==> src/rtl/calc_engine.sv <==
// ============================================================================
// Module   : calc_engine
// Brief    : Multi-port two-cycle request capture, per-port pending FIFOs,
//            round-robin arbitration onto one shared registered ALU.
// Options  : CALC_MUL_EN - when defined, cmd 3 is a multiply; otherwise
//            cmd 3 is an invalid command and no multiplier is built.
// Revision : 1.0 - initial release
// ============================================================================
`timescale 1ns/1ps
`default_nettype none

module calc_engine #(
   parameter int NUM_PORTS  = 4,
   parameter int DATA_WIDTH = 32,
   parameter int TAG_WIDTH  = 2,
   parameter int QDEPTH     = 4
) (
   input  logic                            clk,
   input  logic                            reset,
   input  logic [NUM_PORTS*4-1:0]          cmd_in,
   input  logic [NUM_PORTS*DATA_WIDTH-1:0] data_in,
   input  logic [NUM_PORTS*TAG_WIDTH-1:0]  tag_in,
   output logic [NUM_PORTS*2-1:0]          out_resp,
   output logic [NUM_PORTS*DATA_WIDTH-1:0] out_data,
   output logic [NUM_PORTS*TAG_WIDTH-1:0]  out_tag,
   output logic [NUM_PORTS-1:0]            out_full
);

   localparam int c_AW = $clog2(QDEPTH);
   localparam int c_CW = c_AW + 1;
   localparam int c_PW = (NUM_PORTS > 1) ? $clog2(NUM_PORTS) : 1;
   localparam int c_SW = $clog2(DATA_WIDTH);

   typedef enum logic [0:0] {
      ST_IDLE = 1'b0,
      ST_OP2  = 1'b1
   } state_t;

   logic [NUM_PORTS-1:0]  w_empty;
   logic [NUM_PORTS-1:0]  w_pop;
   logic [3:0]            w_head_cmd [NUM_PORTS];
   logic [TAG_WIDTH-1:0]  w_head_tag [NUM_PORTS];
   logic [DATA_WIDTH-1:0] w_head_a   [NUM_PORTS];
   logic [DATA_WIDTH-1:0] w_head_b   [NUM_PORTS];

   genvar p;
   generate
      for (p = 0; p < NUM_PORTS; p++) begin : g_port
         state_t                r_state;
         state_t                w_state_nxt;
         logic [3:0]            r_cmd;
         logic [TAG_WIDTH-1:0]  r_tag;
         logic [DATA_WIDTH-1:0] r_op1;
         logic [3:0]            r_mem_cmd [QDEPTH];
         logic [TAG_WIDTH-1:0]  r_mem_tag [QDEPTH];
         logic [DATA_WIDTH-1:0] r_mem_a   [QDEPTH];
         logic [DATA_WIDTH-1:0] r_mem_b   [QDEPTH];
         logic [c_AW-1:0]       r_wptr;
         logic [c_AW-1:0]       r_rptr;
         logic [c_CW-1:0]       r_count;
         logic                  w_full;
         logic                  w_capture;
         logic                  w_push;

         // A request is only accepted while the FIFO has room, so the push
         // one cycle later can never overflow it.
         assign w_full    = (r_count == c_CW'(QDEPTH));
         assign w_capture = (r_state == ST_IDLE) && (cmd_in[4*p +: 4] != 4'd0) && !w_full;
         assign w_push    = (r_state == ST_OP2);

         assign out_full[p]   = w_full;
         assign w_empty[p]    = (r_count == '0);
         assign w_head_cmd[p] = r_mem_cmd[r_rptr];
         assign w_head_tag[p] = r_mem_tag[r_rptr];
         assign w_head_a[p]   = r_mem_a[r_rptr];
         assign w_head_b[p]   = r_mem_b[r_rptr];

         // Next-state: IDLE waits for an accepted command, OP2 lasts one cycle
         always_comb begin
            w_state_nxt = r_state;
            case (r_state)
               ST_IDLE: if (w_capture) w_state_nxt = ST_OP2;
               ST_OP2:  w_state_nxt = ST_IDLE;
               default: w_state_nxt = ST_IDLE;
            endcase
         end

         // State register and first-operand capture
         always_ff @(posedge clk or posedge reset) begin
            if (reset) begin
               r_state <= ST_IDLE;
               r_cmd   <= '0;
               r_tag   <= '0;
               r_op1   <= '0;
            end else begin
               r_state <= w_state_nxt;
               if (w_capture) begin
                  r_cmd <= cmd_in[4*p +: 4];
                  r_tag <= tag_in[TAG_WIDTH*p +: TAG_WIDTH];
                  r_op1 <= data_in[DATA_WIDTH*p +: DATA_WIDTH];
               end
            end
         end

         // FIFO pointers and occupancy; pointers wrap naturally at QDEPTH
         always_ff @(posedge clk or posedge reset) begin
            if (reset) begin
               r_wptr  <= '0;
               r_rptr  <= '0;
               r_count <= '0;
            end else begin
               if (w_push)   r_wptr <= r_wptr + 1'b1;
               if (w_pop[p]) r_rptr <= r_rptr + 1'b1;
               case ({w_push, w_pop[p]})
                  2'b10:   r_count <= r_count + 1'b1;
                  2'b01:   r_count <= r_count - 1'b1;
                  default: r_count <= r_count;
               endcase
            end
         end

         // FIFO storage write; contents are don't-care while empty
         always_ff @(posedge clk) begin
            if (w_push) begin
               r_mem_cmd[r_wptr] <= r_cmd;
               r_mem_tag[r_wptr] <= r_tag;
               r_mem_a[r_wptr]   <= r_op1;
               r_mem_b[r_wptr]   <= data_in[DATA_WIDTH*p +: DATA_WIDTH];
            end
         end
      end
   endgenerate

   logic [c_PW-1:0] r_rr;
   logic [c_PW-1:0] w_rr_nxt;
   logic [c_PW-1:0] w_grant;
   logic            w_grant_vld;

   // Round-robin search beginning at the port after the last one granted
   always_comb begin
      w_grant_vld = 1'b0;
      w_grant     = r_rr;
      w_rr_nxt    = r_rr;
      w_pop       = '0;
      for (int k = 0; k < NUM_PORTS; k++) begin
         if (!w_grant_vld && !w_empty[c_PW'((int'(r_rr) + k) % NUM_PORTS)]) begin
            w_grant_vld = 1'b1;
            w_grant     = c_PW'((int'(r_rr) + k) % NUM_PORTS);
         end
      end
      if (w_grant_vld) begin
         w_pop[w_grant] = 1'b1;
         w_rr_nxt       = c_PW'((int'(w_grant) + 1) % NUM_PORTS);
      end
   end

   logic [3:0]            w_cmd;
   logic [DATA_WIDTH-1:0] w_a;
   logic [DATA_WIDTH-1:0] w_b;
   logic [DATA_WIDTH:0]   w_sum;
   logic [1:0]            w_res_resp;
   logic [DATA_WIDTH-1:0] w_res_data;

   assign w_cmd = w_head_cmd[w_grant];
   assign w_a   = w_head_a[w_grant];
   assign w_b   = w_head_b[w_grant];
   assign w_sum = {1'b0, w_a} + {1'b0, w_b};

`ifdef CALC_MUL_EN
   logic [2*DATA_WIDTH-1:0] w_prod;
   assign w_prod = {{DATA_WIDTH{1'b0}}, w_a} * {{DATA_WIDTH{1'b0}}, w_b};
`endif

   // Shared ALU on the granted FIFO head; error responses carry zero data
   always_comb begin
      w_res_resp = 2'd1;
      w_res_data = '0;
      case (w_cmd)
         4'd1: if (w_sum[DATA_WIDTH]) w_res_resp = 2'd2;
               else                   w_res_data = w_sum[DATA_WIDTH-1:0];
         4'd2: if (w_b > w_a) w_res_resp = 2'd2;
               else           w_res_data = w_a - w_b;
         4'd5: w_res_data = w_a << w_b[c_SW-1:0];
         4'd6: w_res_data = w_a >> w_b[c_SW-1:0];
`ifdef CALC_MUL_EN
         4'd3: if (w_prod[2*DATA_WIDTH-1:DATA_WIDTH] != '0) w_res_resp = 2'd2;
               else w_res_data = w_prod[DATA_WIDTH-1:0];
`endif
         default: w_res_resp = 2'd3;
      endcase
   end

   // Registered response on the granted port only; all other ports read zero
   always_ff @(posedge clk or posedge reset) begin
      if (reset) begin
         r_rr     <= '0;
         out_resp <= '0;
         out_data <= '0;
         out_tag  <= '0;
      end else begin
         r_rr     <= w_rr_nxt;
         out_resp <= '0;
         out_data <= '0;
         out_tag  <= '0;
         if (w_grant_vld) begin
            out_resp[2*int'(w_grant) +: 2]                   <= w_res_resp;
            out_data[DATA_WIDTH*int'(w_grant) +: DATA_WIDTH] <= w_res_data;
            out_tag[TAG_WIDTH*int'(w_grant) +: TAG_WIDTH]    <= w_head_tag[w_grant];
         end
      end
   end

endmodule

`default_nettype wire

==> config.mk <==
export PLATFORM = sky130hd
export DESIGN_NAME = calc_engine
export DESIGN_NICKNAME = d
export VERILOG_FILES = /design/src/rtl/calc_engine.sv
export SDC_FILE = /design/constraint.sdc
export NUM_CORES = 2
export LEC_CHECK = 0
export CAP_MARGIN = 5
export CORE_ASPECT_RATIO = 1.75
export CORE_UTILIZATION = 40
export CTS_BUF_LIST = sky130_fd_sc_hd__clkbuf_2
export CTS_CLUSTER_DIAMETER = 200
export DETAILED_ROUTE_END_ITERATION = 10
export MAX_ROUTING_LAYER = met4
export PLACE_DENSITY_LB_ADDON = 0.08
export SYNTH_ARGS = -nofsm -noshare
export SYNTH_HDL_FRONTEND = slang
export SYNTH_SLANG_ARGS = --single-unit
export TNS_END_PERCENT = 100
==> constraint.sdc <==
create_clock -name clk -period 33.4 [get_ports clk]
set_clock_uncertainty 0.15 [all_clocks]
set_input_delay 6.68 -clock clk [delete_from_list [all_inputs] [get_ports clk]]
set_output_delay 6.68 -clock clk [all_outputs]
set_load 0.1 [all_outputs]
## Word level (Yosys, flattened, before mapping)

Memory sizes are Yosys's and may differ from the RTL's.
Cells that the tools add are included.
W data, S select, Z words.

| operators by class | value |
|---|---|
| shift operators | 7 |
| add/subtract/negate cells | 24 |
| order comparisons | 8 |
| reductions and logical operators | 34 |
| mux-type cells | 63 |
| equal/unequal tests | 16 |
| bitwise operators | 8 |

Operators by type and width:

| kind | number |
|---|---|
| $mux W32 | 6 |
| $and A128 B128 Y128 | 1 |
| $bmux W32 S2 | 2 |
| $mux W128 | 1 |
| $pmux W32 S4 | 1 |
| $shift A32 B33 Y128 const A | 1 |
| $shiftx A32 B33 Y128 | 1 |
| $shiftx A2 B33 Y8 | 2 |
| $add A32 B32 Y33 | 1 |
| $neg A3 Y33 | 1 |
| $neg A7 Y33 | 1 |
| $shift A2 B33 Y8 const A | 1 |
| $gt A32 B32 Y1 | 1 |
| $shl A32 B5 Y32 | 1 |
| $shr A32 B5 Y32 | 1 |
| $sub A32 B32 Y32 | 1 |
| $mux W1 | 25 |
| $pmux W3 S2 | 4 |
| $add A2 B1 Y2 const B | 10 |
| $and A8 B8 Y8 | 2 |
| $lt A2 B4 Y1 const B | 4 |
| $mux W8 | 2 |
| $reduce_bool A4 Y1 | 4 |
| $mux W2 | 7 |
| other kinds (26) | 79 |

| storage, ports and cells | value |
|---|---|
| output and inout port bits | 148 |
| memory bits (writable) | 1120 |
| word-level logic and storage cells | 208 |
| memories | 16 |
| input bits | 154 |
| flip-flop bits (word level) | 330 |

Memories:

| memory | words | bits a word | rd ports | clocked after Yosys merged registers in | wr ports | line | text |
|---|---|---|---|---|---|---|---|
| g_port[0].r_mem_a | 4 | 32 | 1 | 0 | 1 | 56 | `logic [DATA_WIDTH-1:0] r_mem_a [QDEPTH];` |
| g_port[0].r_mem_b | 4 | 32 | 1 | 0 | 1 | 57 | `logic [DATA_WIDTH-1:0] r_mem_b [QDEPTH];` |
| g_port[1].r_mem_a | 4 | 32 | 1 | 0 | 1 | 56 |  |
| g_port[1].r_mem_b | 4 | 32 | 1 | 0 | 1 | 57 |  |
| g_port[2].r_mem_a | 4 | 32 | 1 | 0 | 1 | 56 |  |
| g_port[2].r_mem_b | 4 | 32 | 1 | 0 | 1 | 57 |  |
| +10 memories | -- | -- | -- | -- | -- | -- |  |

## Longest topological paths before layout

| logic depth | value |
|---|---|
| depth after elaboration | 23 |
| gate-level depth with buffers | 29 |

## Least setup slack after synthesis

Ideal clock, no wire load.

| timing path | value |
|---|---|
| kind | input to register |
| start | input cmd_in[8] |
| end | register g_port[2].r_cmd[3] |
| arrival | 7995 ps |
| stages on the path | 5 |
| path buffers | 2 |
| data required time | 33125 ps |
| setup slack | 25130 ps |
| cell sequence | nor4_1 -> nor3_1 -> clkbuf_1 -> buf_1 -> mux2_2 |

| between the ends | value |
|---|---|
| word-level cells in the longest chain between the ends | 3 |

Ends and longest elaborated chain:

| item | line | text |
|---|---|---|
| start: declaration | 20 | `input logic [NUM_PORTS*4-1:0] cmd_in,` |
| $reduce_bool A4 Y1 | 68 | `assign w_capture = (r_state == ST_IDLE) && (cmd_in[4*p +: 4] != 4'd0) && !w_full;` |
| $logic_and A1 B1 Y1 (2 in series) | 68 |  |
| end signal: assignment | 98 | `r_cmd <= cmd_in[4*p +: 4];` |
| end: declaration | 51 | `logic [3:0] r_cmd;` |

No other way between the ends.
A chain may end at the register's enable or synchronous reset.

## Worst setup path after layout

| timing path | value |
|---|---|
| start | register g_port[2].r_count[0] |
| end | output out_full[2] |

| between the ends | value |
|---|---|
| word-level cells in the longest chain between the ends | 1 |

Ends and longest elaborated chain:

| item | line | text |
|---|---|---|
| start: declaration | 60 | `logic [c_CW-1:0] r_count;` |
| start signal: assignment | 115 | `2'b10: r_count <= r_count + 1'b1;` |
| start signal: assignment | 116 | `2'b01: r_count <= r_count - 1'b1;` |
| start signal: assignment | 117 | `default: r_count <= r_count;` |
| $eq A3 B3 Y1 | 67 | `assign w_full = (r_count == c_CW'(QDEPTH));` |
| end: declaration | 26 | `output logic [NUM_PORTS-1:0] out_full` |

No other way between the ends.

==> run metrics <==
status completed; Root Buffer clkbuf_2; Die Wd 298 um; Slew Limit Fails 0; Post-synth EDFFs 1120; Slew HR 13.1%; Yosys reg bits 1450; internal reg-to-reg setup slack 24430 ps; CP required 26570 ps; syn_nets 3912; routed wire length 187000 um; worst r2r path cells 20; die area 155000 sq um; CP arrival 3650 ps; htree depth 5; clock buffer depth 4; TritonRoute pass-1 iters 5; DRC violations left 0; CTS tree done; dominant cell type by area after synthesis edfxtp_1; Post-synth ARST share 22.8%; Tot GR Track Use 24.9%; register area 41900 sq um; largest net degree at the start of global routing 84; Worst Setup EP out_full[2]; measured slew at the worst slew-check pin 1270 ps; # setup viols final 0; wire length per cell 28.8 um; # hold bufs at CTS 0; sequential-to-total area share from yosys stat 68.1%; core area 153000 sq um; Tmin final 10480 ps; Rows 190; ANT nets after route 0; share of the synthesized area in the top cell type 54.7%; clock sink count 1450; starting density of the core 40.3%; Most used DFF post-synth edfxtp_1; Distinct cells, synth 85; routed vias/inst 5.47; CP endpoint kind primary output; TNS Setup 0 ps; FF-to-FF End out_data[12]; vias in the first global route 37300; worst skew pair latency 1500 ps; DP HPWL 127000 um; reg2reg start r_rr[1]; Mapped Area 61500 sq um; Peak Freq 95.4 MHz; vias 35400; Worst setup startpoint g_port[2].r_count[0]; worst setup path class reg2out; ratio of cells with drive above 1 in the final layout 25.6%; cts repair resizes 0; number of DRC markers in iteration 0 2454; first-pass GRT wire length 268000 um; critical hold path startpoint g_port[2].r_op1[9]; initial antenna violation count 27; Area Growth Syn to Fin 13.8%; Critical Path Source Type flop; Tcrit/Tclk final 31.4%; Max Cap Viol 0; post-layout net count 4429; IO Pins 302; unrepaired setup endpoints after global routing no; commonest cells in the netlist 1120 x edfxtp_1, 330 x dfrtp_1, 280 x mux4_2; Port Buffers 301; Num CTS Buffers 334; Chip Height 521 um; Worst Path Max Fanout 4; worst hold path class reg2reg; YS warnings 0; Final Wtd Congestion 0.954; setup repair bufs after CTS 0; top-count cell post-synth edfxtp_1; syn avg cell area 16.8 sq um; Final Hold Violating Endpoints 0; area taken by multi-input logic gates 18400 sq um; # fillers 13600; largest cells by area after synthesis edfxtp_1 55%, dfrtp_1 13%, mux4_2 10%; Post-Syn Instances 3658; clk slew on worst S/H paths 120 ps; total gr overflow 0
-- placed cells by master, fill, tap and decap left out, types with 11 or more instances in the layout --
master	n
nor2b_1	18
clkinv_1	67
diode_2	26
ha_1	94
xnor2_1	17
o21ai_0	81
o31ai_1	14
mux4_2	280
a221oi_1	15
edfxtp_1	1120
o21bai_1	16
mux2i_1	257
a21o_1	12
xor2_1	21
nor3_1	42
clkdlybuf4s50_1	301
dfrtp_1	322
mux2_2	155
or3_1	11
nor2_1	206
nand4_1	15
a21oi_1	98
and3_1	11
buf_4	83
a32oi_1	19
o22ai_1	23
and2_4	16
clkbuf_2	509
inv_1	95
nand2_1	206
or2_2	11
a22oi_1	43
o211ai_1	19
nand3_1	24
-- per-stage QoR --
| step | hold WS [ps] | area (sq um) | setup slack, ps | std cells | utilization, % |
|---|---|---|---|---|---|
| after global placement | 339 | 66900 | 23230 | 5855 | 43.8 |
| after detailed placement | 342 | 66900 | 23210 | 5855 | 43.8 |
| after CTS | 291 | 70000 | 22760 | 6454 | 45.8 |
| final | 294 | 70000 | 22920 | 6480 | 45.8 |
| after global routing | 319 | 70000 | 22800 | 6476 | 45.8 |
| after floorplan | 307 | 61500 | 17430 | 3658 | - |
-- kinds of logic after synthesis --
logic type | count (synthesis) | share of synthesized area [%]
compound gates | 452 | 5.12
xor+xnor | 38 | 0.541
fa+ha+maj | 100 | 2.11
buf+inv | 303 | 2.16
flops | 1450 | 68.1
mux | 699 | 17.5
simple gates | 616 | 4.53
-- registers in the layout, summed over array words and instances (netlist names) --
| signal | count |
|---|---|
| g_port.r_state | 4 |
| out_data | 128 |
| g_port.r_op1 | 128 |
| g_port.r_rptr | 8 |
| out_resp | 8 |
| g_port.r_mem_tag | 32 |
| g_port.r_mem_a | 512 |
| out_tag | 8 |
| g_port.r_wptr | 8 |
| g_port.r_count | 12 |
| r_rr | 2 |
| g_port.r_cmd | 16 |
| g_port.r_mem_cmd | 64 |
| g_port.r_tag | 8 |
| g_port.r_mem_b | 512 |
-- cell type report --
| class | instances | area share (%) |
|---|---|---|
| diodes | 26 | 0.0929 |
| clock inverters | 90 | 0.740 |
| well taps | 2016 | 3.60 |
| clock buffers | 509 | 3.64 |
| repair buffers | 384 | 5.19 |
| inverters | 100 | 0.552 |
| multi-input cells | 1905 | 26.3 |
| flip-flops and latches | 1450 | 59.9 |
-- critical path, stage by stage (launching register included) --
cell and delay [ps]:
dfrtp_1 440, inv_1 110, and3_1 440, clkdlybuf4s50_1 1230
-- how the worst min path moves through the flow --
stage,slack [ps],cells past startpoint,end
after floorplan,310,1,g_port[0].r_count[2]
after global placement,340,0,g_port[2].r_mem_a[2][1]
after detailed placement,340,1,g_port[1].r_count[0]
after CTS,290,0,g_port[3].r_mem_a[3][0]
after global routing,320,0,g_port[3].r_mem_a[3][0]
final,290,0,g_port[2].r_mem_a[1][9]
-- metal layers --
layer  track usage (%)  part of all wire (%)
met5                 -                     0
met1              28.5                    39
met4              12.8                   5.5
met3              4.36                   4.6
met2              41.7                    51
Power is left out: the tool's default activity adds up to more than one toggle a clock period on the data nets, which glitch-free logic cannot reach.
